## src/rtl/sound_scheduler_pkg.sv

```systemverilog
// Shared types and constants for the sound scheduler and the song player.
package sound_scheduler_pkg;

    typedef enum logic [1:0] {
        IDLE  = 2'd0,
        PLAY  = 2'd1,
        PAUSE = 2'd2
    } state_e;

    // Note codes shared with the player; OFF is the rest/silence code.
    typedef enum logic [3:0] {
        NOTE_C = 4'h0,
        NOTE_D = 4'h1,
        NOTE_E = 4'h2,
        NOTE_F = 4'h3,
        NOTE_G = 4'h4,
        NOTE_A = 4'h5,
        NOTE_B = 4'h6,
        OFF    = 4'hF
    } note_e;

    localparam logic [3:0] NOTE_OFF = 4'(OFF);
    localparam int         TICK_W   = 24;

endpackage

```

## src/rtl/sound_scheduler_tempo_ticker.sv

```systemverilog
// Note-step divider: counts clk cycles and strobes tick at the end of each period.
module tempo_ticker
    import sound_scheduler_pkg::*;
(
    input  logic              clk,
    input  logic              rst,
    input  logic              clr,
    input  logic              hold,
    input  logic [TICK_W-1:0] period,
    output logic              tick
);

    logic [TICK_W-1:0] count_q;
    logic [TICK_W-1:0] count_d;
    logic              wrap;

    // Terminal-count compare; clear wins over hold, hold freezes the step position
    always_comb begin
        wrap    = (count_q == (period - TICK_W'(1)));
        tick    = wrap && !clr && !hold;
        count_d = count_q + TICK_W'(1);
        if (clr) begin
            count_d = '0;
        end else if (hold) begin
            count_d = count_q;
        end else if (wrap) begin
            count_d = '0;
        end
    end

    // Step counter register
    always_ff @(posedge clk or posedge rst) begin
        if (rst) begin
            count_q <= '0;
        end else begin
            count_q <= count_d;
        end
    end

endmodule

```

## src/rtl/sound_scheduler.sv

```systemverilog
// Playback sequencer: play/pause/stop/next control, song index, tempo tick and note mux.
module sound_scheduler
    import sound_scheduler_pkg::*;
#(
    parameter logic [23:0] TICK_DIV0 = 24'd2_500_000,
    parameter logic [23:0] TICK_DIV1 = 24'd2_000_000,
    parameter logic [23:0] TICK_DIV2 = 24'd1_666_667,
    parameter logic [23:0] TICK_DIV3 = 24'd1_250_000
) (
    input  logic       clk,
    input  logic       rst,
    input  logic       play_edge,
    input  logic       stop_edge,
    input  logic       next_edge,
    input  logic       loop_en,
    input  logic [1:0] tempo_sel,
    input  logic       song_done,
    input  logic [3:0] player_note,
    input  logic       key_valid,
    input  logic [3:0] key_note,
    output logic       tick,
    output logic       start,
    output logic       player_run,
    output logic [1:0] song_sel,
    output logic [3:0] note_out
);

    state_e            state_q;
    state_e            state_d;
    logic [1:0]        song_sel_q;
    logic [1:0]        song_sel_d;
    logic              start_q;
    logic              start_d;
    logic [3:0]        note_q;
    logic [3:0]        note_d;
    logic [TICK_W-1:0] period_q;
    logic [TICK_W-1:0] period_d;
    logic [TICK_W-1:0] tempo_div;
    logic              tick_w;
    logic              ticker_clr;
    logic              ticker_hold;

    // State, song index, start pulse, latched period and note registers
    always_ff @(posedge clk or posedge rst) begin
        if (rst) begin
            state_q    <= IDLE;
            song_sel_q <= 2'd0;
            start_q    <= 1'b0;
            note_q     <= NOTE_OFF;
            period_q   <= TICK_DIV0;
        end else begin
            state_q    <= state_d;
            song_sel_q <= song_sel_d;
            start_q    <= start_d;
            note_q     <= note_d;
            period_q   <= period_d;
        end
    end

    // Next state; events in priority order stop > play > next > song_done
    always_comb begin
        state_d    = state_q;
        song_sel_d = song_sel_q;
        start_d    = 1'b0;
        case (state_q)
            IDLE: begin
                if (!stop_edge) begin
                    if (play_edge) begin
                        state_d = PLAY;
                        start_d = 1'b1;
                    end else if (next_edge) begin
                        song_sel_d = song_sel_q + 2'd1;
                    end
                end
            end
            PLAY: begin
                if (stop_edge) begin
                    state_d = IDLE;
                end else if (play_edge) begin
                    state_d = PAUSE;
                end else if (next_edge) begin
                    song_sel_d = song_sel_q + 2'd1;
                    start_d    = 1'b1;
                end else if (song_done) begin
                    if (loop_en) begin
                        start_d = 1'b1;
                    end else begin
                        state_d = IDLE;
                    end
                end
            end
            PAUSE: begin
                if (stop_edge) begin
                    state_d = IDLE;
                end else if (play_edge) begin
                    state_d = PLAY;
                end else if (next_edge) begin
                    song_sel_d = song_sel_q + 2'd1;
                    start_d    = 1'b1;
                    state_d    = PLAY;
                end
            end
            default: state_d = IDLE;
        endcase
    end

    // Outputs and ticker controls; the counter restarts on start so tick never overlaps it
    always_comb begin
        player_run  = (state_q == PLAY);
        start       = start_q;
        tick        = tick_w;
        song_sel    = song_sel_q;
        note_out    = note_q;
        ticker_clr  = (state_q == IDLE) || start_q;
        ticker_hold = (state_q == PAUSE);
    end

    // Tempo latch (only at step boundaries) and live-key note mux
    always_comb begin
        case (tempo_sel)
            2'd0:    tempo_div = TICK_DIV0;
            2'd1:    tempo_div = TICK_DIV1;
            2'd2:    tempo_div = TICK_DIV2;
            default: tempo_div = TICK_DIV3;
        endcase
        period_d = period_q;
        if ((state_q == IDLE) || start_q || tick_w) begin
            period_d = tempo_div;
        end
        if (key_valid && (key_note != NOTE_OFF)) begin
            note_d = key_note;
        end else if (state_q == PLAY) begin
            note_d = player_note;
        end else begin
            note_d = NOTE_OFF;
        end
    end

    tempo_ticker u_ticker (
        .clk    (clk),
        .rst    (rst),
        .clr    (ticker_clr),
        .hold   (ticker_hold),
        .period (period_q),
        .tick   (tick_w)
    );

endmodule

```

## config.mk

```make
export PLATFORM = sky130hd
export DESIGN_NAME = sound_scheduler
export DESIGN_NICKNAME = d
export VERILOG_FILES = /design/src/rtl/sound_scheduler_pkg.sv /design/src/rtl/sound_scheduler_tempo_ticker.sv /design/src/rtl/sound_scheduler.sv
export SDC_FILE = /design/constraint.sdc
export NUM_CORES = 1
export LEC_CHECK = 0
export ABC_AREA = 1
export BUFFER_PORTS_ARGS = -buffer_cell sky130_fd_sc_hd__buf_4
export CAP_MARGIN = 20
export CORE_UTILIZATION = 40
export CTS_CLUSTER_SIZE = 10
export DETAILED_ROUTE_END_ITERATION = 8
export GPL_TIMING_DRIVEN = 0
export PLACE_DENSITY_LB_ADDON = 0.05
export SLEW_MARGIN = 10
export SYNTH_ARGS = -nofsm -noshare
export SYNTH_HDL_FRONTEND = slang
export SYNTH_HIERARCHICAL = 1
export SYNTH_SLANG_ARGS = --single-unit
```

## constraint.sdc

```tcl
create_clock -name clk -period 3.82 [get_ports clk]
set_input_delay 0.573 -clock clk [delete_from_list [all_inputs] [get_ports clk]]
set_output_delay 0.573 -clock clk [all_outputs]
set_load 0.1 [all_outputs]
```

==> reports/metrics.csv <==
metric;value;unit
dieArea;0.00998;mm2
p_switching;596;uW
cp-end-kind;output pin;
dp_hpwl;7.79;mm
p_int;901;uW
crit_path_start;period_q[14];
worst-slew-pin-transition;0.780;ns
period_minus_slack;3.62;ns
p_per_area;344;mW/mm2
routed-via-count;3596;
power;1.50;mW
slew_violations;0;
antennaDiodeCount;0;
synth-seq-area-share;29.0;%
crit_slowest_cell;dfrtp_2;
fin_setup_tns;0;ns
ys_seq_elements;44;
clk_latency;0.30;ns
worstSetupStartpointType;flip-flop;
gr-usage-all-layers;21.3;%
fmax;0.276;GHz
combPwrFrac;34.2;%
required;3.25;ns
ir_worst_vdd;0.531;mV
die_y;99.9;um
setup_viol;0;
start_util;41.5;%
grt_start_max_net_pins;25;
cpLargestDelayFamily;simple AND/OR/NAND/NOR gates;
drt.antenna.violating_nets;0;
r2r-end;period_q[18];
drive_gt1_share;18.1;%
fin_skew;0.0112;ns
drtPass1Iterations;6;
io_pins;27;
cp.arrival;3.05;ns
synth_xor_area_share;10.5;%
reg2reg_depth;17;
dpl_cell_area;0.00420;mm2
swShare;39.8;%
syn-mean-instance-area;6.86;um2
synth-compound-area-share;3.66;%
fin_crit_sh;94.8;%
slew_headroom;47.9;%
synth-warning-count;6;
critPathBufInv;3;
die_w;99.9;um
hold_path.class;in -> async;
grt_setup_unrepaired;false;
numClockSinks;44;
vias_per_cell;4.95;
first_iter_violations;237;
holdBufCountCts;0;
fin_nets;624;
muxShareOfSynthArea;0;%
final_area;0.00436;mm2
wl;10.0;mm
fp-row-count;35;
clkPwrFrac;27.0;%
p_leak;2.17;nW
synthCells;559;
path_clk_slew;0.09;ns
cts_root_buffer;clkbuf_8;
area.growth.synth_to_final;13.7;%
clock_path_buffers;2;
grt_overflow;0;
numCtsBuffers;5;
cp_cell_sequence;inv_1 -> ha_1 -> nand3_4 -> nor2_8 -> nand2_4 -> o21ai_2 -> nand2_1 -> nor2_1 -> nand3b_1 -> nor2_2 -> nand2_2 -> buf_6 -> nor3_4 -> buf_4;
core-area;0.00924;mm2
cts_max_level;2;
synth-simple-area-share;45.2;%
synthAdderAreaFrac;2.94;%
drc_errors;0;
crit_type;reg -> out;
yosysUniqueCellTypes;42;
maxCapViolCount;0;
timing.rr.start;period_q[14];
path_max_fanout;15;
run_status;completed;
grt_pass1_wl;16.7;mm
hold_viol;0;
p_seq_share;38.8;%
cts_tree;done;
io_buffers;26;
synth_area;0.00383;mm2
synth_top_family_by_area;simple AND/OR/NAND/NOR gates;
regToRegSetupSlack;0.75;ns
wl_per_cell;13.8;um
place.gp.congestion;0.852;
antenna_found_initial;0;
first_global_vias;3323;
cpPeakStageDelay;0.55;ns
-- per-stage QoR --
| step | worst slack (ns) | cells | hold WS, ns | utilization [%] |
|---|---|---|---|---|
| 2_1_floorplan | 0.315 | 563 | 0.470 | - |
| 3_3_place_gp | 0.355 | 718 | 0.504 | 45.5 |
| 3_5_place_dp | 0.365 | 718 | 0.507 | 45.5 |
| 4_1_cts | 0.0210 | 726 | 0.437 | 46.9 |
| 5_1_grt | 0.00901 | 727 | 0.205 | 47.2 |
| 6_report | 0.197 | 727 | 0.194 | 47.2 |
-- kinds of logic after synthesis --
kind of cell,count (synthesis)
and+or+nand+nor,360
buffers and inverters,76
xor gates and xnor gates,45
DFF,44
AOI/OAI and AO/OA,24
adders and majority gates,9
other,1
-- layout by cell type, fill, tap and decap left out, types with 14 or more instances in the layout --
master and instances:
nand4_1 20, nand3_1 36, buf_4 27, inv_1 54, xor2_1 25, dfrtp_1 34
nand3_2 14, xnor2_1 19, nor2_1 62, nand2_1 182
-- routing by layer --
layer	wire length [um]	global-route usage, %	share of wire, %
met2	4520	33.6	45
met5	0	0	0
met3	421	2.58	4.2
met4	68	3.39	0.68
met1	4990	31.6	50
-- state kept, by name, indices dropped and copies added, names as in the netlist --
| signal | cells |
|---|---|
| period_q | 11 |
| u_ticker/count_q | 24 |
| start | 1 |
| note_out | 4 |
| state_q | 2 |
| song_sel | 2 |
-- synthesized netlist by cell type (all sizes together) --
cell | count | area share [%]
dfstp | 9 | 6.2
o21ai | 19 | 2.8
nor4 | 1 | 0.16
dfrtp | 35 | 23
inv | 61 | 6.0
nand2 | 189 | 19
xnor2 | 19 | 4.3
nand3b | 11 | 2.2
o22ai | 1 | 0.16
nor3 | 6 | 1.2
or2 | 1 | 0.16
o21a | 1 | 0.20
ha | 9 | 2.9
nor2 | 79 | 9.6
conb | 1 | 0.098
clkbuf | 8 | 0.88
a21oi | 1 | 0.13
and2 | 1 | 0.16
xor2 | 26 | 6.1
buf | 7 | 1.7
nand3 | 52 | 9.3
nand4 | 20 | 3.3
o211ai | 2 | 0.39
-- power groups by stage --
stage	Combinational, mW	Clock [mW]	Sequential [mW]
global placement	0.504	0	0.590
floorplan	0.291	0	0.682
finish	0.512	0.404	0.582
CTS	0.509	0.415	0.581
detailed placement	0.508	0	0.589
global route	0.562	0.433	0.588
-- final cells by class --
cell class | instances | area (um2)
fillers | 951 | 4880
multi-input cells | 443 | 2410
flip-flops and latches | 44 | 1110
inverters | 61 | 231
repair buffers | 27 | 223
well taps | 129 | 161
plain buffers | 15 | 97.6
clock buffers | 7 | 96.3
clock inverters | 1 | 30.0
-- worst max-delay path by stage --
| stage | endpoint | slack, ns | cells past startpoint |
|---|---|---|---|
| 2_1_floorplan | period_q[16] | 0.32 | 20 |
| 3_3_place_gp | tick | 0.35 | 15 |
| 3_5_place_dp | tick | 0.37 | 15 |
| 4_1_cts | tick | 0.02 | 15 |
| 5_1_grt | tick | 0.009 | 13 |
| 6_report | tick | 0.20 | 14 |
-- repair_timing --
item                                    CTS  global route
setup buffers                             0             0
endpoints found under the setup margin    0             1
resized for setup                         0             1
No activity file was read; power rests on OpenSTA's default activity.
